$ cat src/rtl/dmem_arbiter.sv
// dmem_arbiter: two-port arbiter for a single-port data memory, one IDLE/ACCESS/RESP pass per transaction.
// Define DMEM_ARB_RR_EN for round-robin arbitration; otherwise port 0 has fixed priority.
module dmem_arbiter #(
    parameter int ADDR_LIMIT = 32
) (
    input  logic        clk,
    input  logic        rst,
    input  logic        req0_valid,
    output logic        req0_ready,
    input  logic        req0_we,
    input  logic [2:0]  req0_funct3,
    input  logic [31:0] req0_addr,
    input  logic [31:0] req0_wdata,
    input  logic        req1_valid,
    output logic        req1_ready,
    input  logic        req1_we,
    input  logic [2:0]  req1_funct3,
    input  logic [31:0] req1_addr,
    input  logic [31:0] req1_wdata,
    output logic        rsp0_valid,
    output logic [31:0] rsp0_rdata,
    output logic        rsp0_err,
    output logic        rsp1_valid,
    output logic [31:0] rsp1_rdata,
    output logic        rsp1_err,
    output logic        mem_write_en,
    output logic [2:0]  mem_s_type,
    output logic [31:0] mem_addr,
    output logic [31:0] mem_wdata,
    input  logic [31:0] mem_rdata
);
    localparam logic [1:0] IDLE   = 2'd0;
    localparam logic [1:0] ACCESS = 2'd1;
    localparam logic [1:0] RESP   = 2'd2;

    logic [1:0]  state;
    logic        gnt0, gnt1, hs;
    logic        s_we, s_legal, f3_ok, align_ok;
    logic [2:0]  s_f3;
    logic [31:0] s_addr, s_wdata;
    logic        l_port, l_we, l_err;
    logic [7:0]  byte_v;
    logic [15:0] half_v;
    logic [31:0] load_v, rdata_n;

`ifdef DMEM_ARB_RR_EN
    logic last_grant;
    assign gnt0 = req0_valid & (~req1_valid | last_grant);
    assign gnt1 = req1_valid & (~req0_valid | ~last_grant);
`else
    assign gnt0 = req0_valid;
    assign gnt1 = req1_valid & ~req0_valid;
`endif

    assign req0_ready = (state == IDLE) & ~rst & gnt0;
    assign req1_ready = (state == IDLE) & ~rst & gnt1;
    assign hs         = req0_ready | req1_ready;

    assign s_we    = req1_ready ? req1_we     : req0_we;
    assign s_f3    = req1_ready ? req1_funct3 : req0_funct3;
    assign s_addr  = req1_ready ? req1_addr   : req0_addr;
    assign s_wdata = req1_ready ? req1_wdata  : req0_wdata;

    // stores allow 000/001/010; loads additionally 100/101
    assign f3_ok    = (s_f3[1:0] != 2'b11) & (s_we ? ~s_f3[2] : ~(s_f3[2] & s_f3[1]));
    assign align_ok = (s_f3[1:0] == 2'b01) ? ~s_addr[0] :
                      (s_f3[1:0] == 2'b10) ? (s_addr[1:0] == 2'b00) : 1'b1;
    assign s_legal  = f3_ok & align_ok & (s_addr < 32'(ADDR_LIMIT));

    // mem_addr/mem_s_type double as the latched address and size of the request
    always_comb begin
        byte_v  = 8'(mem_rdata >> {mem_addr[1:0], 3'b000});
        half_v  = mem_addr[1] ? mem_rdata[31:16] : mem_rdata[15:0];
        load_v  = mem_s_type[1] ? mem_rdata :
                  mem_s_type[0] ? {{16{half_v[15] & ~mem_s_type[2]}}, half_v} :
                                  {{24{byte_v[7] & ~mem_s_type[2]}}, byte_v};
        rdata_n = (l_we | l_err) ? 32'd0 : load_v;
    end

    always_ff @(posedge clk or posedge rst) begin
        if (rst) begin
            state        <= IDLE;
            l_port       <= 1'b0;
            l_we         <= 1'b0;
            l_err        <= 1'b0;
            mem_write_en <= 1'b0;
            mem_s_type   <= 3'd0;
            mem_addr     <= 32'd0;
            mem_wdata    <= 32'd0;
            rsp0_valid   <= 1'b0;
            rsp0_rdata   <= 32'd0;
            rsp0_err     <= 1'b0;
            rsp1_valid   <= 1'b0;
            rsp1_rdata   <= 32'd0;
            rsp1_err     <= 1'b0;
`ifdef DMEM_ARB_RR_EN
            last_grant   <= 1'b1;
`endif
        end else begin
            state        <= (state == IDLE)   ? (hs ? ACCESS : IDLE) :
                            (state == ACCESS) ? RESP : IDLE;
            mem_write_en <= hs & s_we & s_legal;
            rsp0_valid   <= (state == ACCESS) & ~l_port;
            rsp0_err     <= (state == ACCESS) & ~l_port & l_err;
            rsp0_rdata   <= ((state == ACCESS) & ~l_port) ? rdata_n : 32'd0;
            rsp1_valid   <= (state == ACCESS) & l_port;
            rsp1_err     <= (state == ACCESS) & l_port & l_err;
            rsp1_rdata   <= ((state == ACCESS) & l_port) ? rdata_n : 32'd0;
            if (hs) begin
                l_port     <= req1_ready;
                l_we       <= s_we;
                l_err      <= ~s_legal;
                mem_s_type <= s_f3;
                mem_addr   <= s_addr;
                mem_wdata  <= s_wdata;
`ifdef DMEM_ARB_RR_EN
                last_grant <= req1_ready;
`endif
            end
        end
    end
endmodule
$ cat config.mk
export PLATFORM = sky130hd
export DESIGN_NAME = dmem_arbiter
export DESIGN_NICKNAME = d
export VERILOG_FILES = /design/src/rtl/dmem_arbiter.sv
export SDC_FILE = /design/constraint.sdc
export NUM_CORES = 1
export LEC_CHECK = 0
export CORE_UTILIZATION = 37
export CTS_BUF_LIST = sky130_fd_sc_hd__clkbuf_8
export DETAILED_ROUTE_END_ITERATION = 7
export GPL_TIMING_DRIVEN = 0
export PLACE_DENSITY_LB_ADDON = 0.12
export SKIP_LAST_GASP = 1
export SLEW_MARGIN = 25
export SYNTH_ARGS = -nofsm -noshare
export SYNTH_HDL_FRONTEND = slang
export SYNTH_SLANG_ARGS = --single-unit
$ cat constraint.sdc
create_clock -name clk -period 4.5 [get_ports clk]
set_input_delay 0.9 -clock clk [delete_from_list [all_inputs] [get_ports clk]]
set_output_delay 0.9 -clock clk [all_outputs]
set_load 0.01 [all_outputs]
======== After elaboration in Yosys (flattened, before gate mapping) ========
Cells that the tools add are included.
operators by class
  multiply operators ...................... 0
  divide/modulo/power cells ............... 0
  add/subtract/negate cells ............... 0
  multiplexer cells ....................... 16
  bitwise logic cells ..................... 26
  reductions and logical operators ........ 2
  shift operators ......................... 1
  magnitude comparators ................... 1
  eq/ne operators ......................... 4
operators by type and width
  cell                                                          number
  two-way mux 32 bit                                            7
  less-than comparator 32 x 6 -> 1 bit (second input constant)  1
  >> shifter 32 x 5 -> 8 bit                                    1
  bitwise AND 1 bit                                             16
  two-way mux 16 bit                                            1
  inverter 1 bit                                                8
  two-way mux 1 bit                                             5
  equality test 2 x 1 -> 1 bit (second input constant)          2
  logical NOT 2 bit                                             2
  two-way mux 2 bit                                             2
  two-way mux 3 bit                                             1
  equality test 2 bit (second input constant)                   1
  != test 2 bit (second input constant)                         1
  bitwise OR 1 bit                                              2
word-level totals
  input bits .............................. 172
  register bits after elaboration ......... 141
  bits in read-only memories .............. 0
  output and inout port bits .............. 138
  bits in latches ......................... 0
  memory bits (writable) .................. 0
  memories ................................ 0
  logic and storage cells ................. 64

======== Longest topological paths before layout ========
  word-level depth ........................ 11
  mapped depth ............................ 7

======== Least setup slack after synthesis ========
No wires, ideal clock.
  path kind ............................... input -> output
  from .................................... in rst
  to ...................................... out req0_ready
  path buffers ............................ 1
  stages on the path ...................... 4
  arrival ................................. 1.614 ns
  required time ........................... 3.600 ns
  setup slack ............................. 1.986 ns
  cells stage by stage .................... nor3_2 -> nand2_1 -> inv_2 -> clkbuf_1
between the ends
  word-level cells in the longest chain between the ends .. 3
ends and longest elaborated chain
  what                             line  RTL
  from (decl)                      7     input logic rst,
  inverter 1 bit                   55    assign req0_ready = (state == IDLE) & ~rst & gnt0;
  bitwise AND 1 bit (2 in series)  55
  to (decl)                        9     output logic req0_ready,
No other way between the ends.

======== Worst setup path after layout ========
Same ends and word-level chain as after synthesis.

==> out/summary.txt <==
Top-level I/O count -> 310
Worst Clk Skew -> 0.008575 ns
Synthesized cell area -> 6070 um2
Total GRT Usage -> 26.59%
Multi-input gate area -> 2313 um2
Arrival time worst endpoint -> 3.14 ns
Critical path's top delay family -> buffers and inverters
Largest net degree at the start of global routing -> 31
Vias in the first global route -> 5,915
Most common cell after layout, fill and taps aside -> clkdlybuf4s50_1
Post-Syn Nets -> 838
Layout area overhead -> 63.68%
Min cycle time layout -> 4.042 ns
Reg2reg setup slack -> 2.46 ns
Unrepaired setup endpoints after global routing -> no
Lkg Pwr -> 4.322 nW
CTS resizes -> 0
Routed wire per std cell -> 18.01 um
PortBufs -> 309
Top_reg_cell synth -> dfrtp_1
# DRC -> 0
CTS HTree Levels -> 4
Critical path type -> in2out
Most frequent cells in the layout -> clkdlybuf4s50_1 (309), nand2_1 (164), dfrtp_1 (141), nor2_1 (123), a31oi_1 (72)
CTS Buffer Depth -> 2
Setup WS post-layout -> 0.4584 ns
Reg area -> 3528 um2
Critical Path, Cell by Cell -> clkdlybuf4s50_1 -> nor3_2 -> nand2_1 -> inv_2 -> clkbuf_1 -> clkdlybuf4s50_1
Drt via density -> 5.081
Mapped Avg Cell Area -> 9.113 um2
Clk pin slew, worst setup/hold paths -> 0.07 ns
Initial Util -> 38.07%
TNS Setup -> 0 ns
Peak VDD IR -> 0.0002057 V
Slew Limit Headroom -> 57.70%
Layout fillers -> 1,443
CP peak stage delay -> 0.66 ns
Die Wd -> 130.1 um
GR Overflow Total -> 0
Core Util, Final -> 62.31%
HPWL reported at the end of detailed placement -> 16.74 mm
Final Setup Violations -> 0
Via count -> 6,234
RD Place Congestion -> 0.8551
Routed WL -> 22.10 mm
Worst skew pair latency -> 0.46 ns
Period utilization -> 89.81%
Share of layout cells above drive strength 1 -> 5.935%
Seq/Total Area, Yosys -> 58.13%
Fmax -> 247.4 MHz
CTS sink count -> 141
CP most frequent cell -> clkdlybuf4s50_1
HP Class -> reg2reg
Die area -> 16,920 um2
Row cnt -> 46
Status -> finished clean
Placement Setup Slack -> 0.4221 ns
Number of DRC markers in iteration 0 -> 465
CP Max Fanout -> 10
Antenna Nets Post-Route -> 0
CTS Root Cell -> clkbuf_8
Final hold viol count -> 0
Yosys warns -> 0
Initial DRT Pass Iterations -> 6
Initial antenna violation count -> 0
Max-slew violations -> 0
Startpoint Class -> input pin
NumNets Final -> 1,171
Mapped Cells -> 666
Total of max-cap violations -> 0
Post-synth EDFFs -> 0
Critical Path RT -> 3.60 ns
Post-synthesis register bit count -> 141
Core ar. -> 15,940 um2
Setup Fix Bufs, Post-CTS -> 0
Synth unique cells -> 35
Slew @ Worst Pin -> 0.6345 ns
Die H -> 130.1 um
Final antenna diode count -> 0
CTS tree -> yes
PD cells -> 380.4 nW/um2
Hold Buf Count CTS -> 0
Slowest cell on the critical path -> clkdlybuf4s50_1
Worst Path Buf+Inv -> 4
Asr flop ratio synth -> 100.0%
Min Hold Slack -> 0.5397 ns
Global-route wire length before repair -> 33.23 mm
TritonCTS Buffers -> 17
Setup crit end kind -> output port
==> sequential cells by signal (all words and copies together) (netlist names), 2 cells and up <==
name / count
rsp0_rdata: 32
mem_wdata: 32
rsp1_rdata: 32
state: 2
mem_s_type: 3
mem_addr: 32
==> cell usage after synthesis, drive strengths merged, types with 5 or more instances <==
library cell	count	area (um2)
nor2	123	461.7
clkbuf	35	131.4
dfrtp	141	3528
o221a	8	90.09
and2	18	112.6
a31oi	72	450.4
nor4	15	93.84
buf	10	81.32
nor2b	5	31.28
nand2	166	638.1
o21ai	29	145.1
o22ai	7	43.79
nor3	10	55.05
==> metal layers <==
metal	track usage, %	part of all wire, %
met2	42.93	48
met5	0	0
met4	10.05	2.5
met1	33.79	41
met3	7.708	8.4
==> tightest hold or removal path: stages, from the launching register on <==
cell	delay [ns]
dfrtp_1	0.39
nand2_1	0.06
nand2_1	0.06
==> through the flow <==
step	cell area, um2	power [mW]	std cells
final	9935	3.779	1227
after global routing	9935	3.986	1227
after CTS	9935	3.805	1227
after detailed placement	9552	2.777	1196
after global placement	9437	2.759	1191
after floorplan	6073	2.074	666
==> area by class of cell <==
| type | instances | area share, % |
|---|---|---|
| well taps | 216 | 2.720 |
| clock inverters | 12 | 1.222 |
| clock buffers | 19 | 2.632 |
| inverters | 4 | 0.1889 |
| multi-input cells | 476 | 23.29 |
| repair buffers | 314 | 32.29 |
| flip-flops and latches | 141 | 35.52 |
| plain buffers | 45 | 2.141 |
==> where the power goes <==
part | internal, mW | switching (mW) | total [mW]
Clock | 0.514 | 0.505 | 1.02
Combinational | 0.617 | 0.588 | 1.20
Sequential | 1.44 | 0.113 | 1.56
Total | 2.57 | 1.21 | 3.78
==> kinds of logic after synthesis <==
logic type             synth area share (%)
and+or+nand+nor                       23.75
DFF                                   58.13
AOI/OAI and AO/OA                     13.50
buffers and inverters                 3.752
muxes                                0.8658
==> worst paths after layout <==
kind / end / cells past startpoint / start
worst min register to register: l_port$_DFFE_PP0P_ / 2 / l_port$_DFFE_PP0P_
worst max register to register: mem_addr[3]$_DFFE_PP0P_ / 5 / state[1]$_DFF_PP0_
max in group asynchronous: rsp1_rdata[17]$_DFF_PP0_ / 4 / rst
worst min-delay path: l_port$_DFFE_PP0P_ / 2 / l_port$_DFFE_PP0P_
min in group asynchronous: mem_wdata[24]$_DFFE_PP0P_ / 2 / rst
worst max-delay path: req0_ready / 6 / rst
Power figures use the tool's default switching activity.
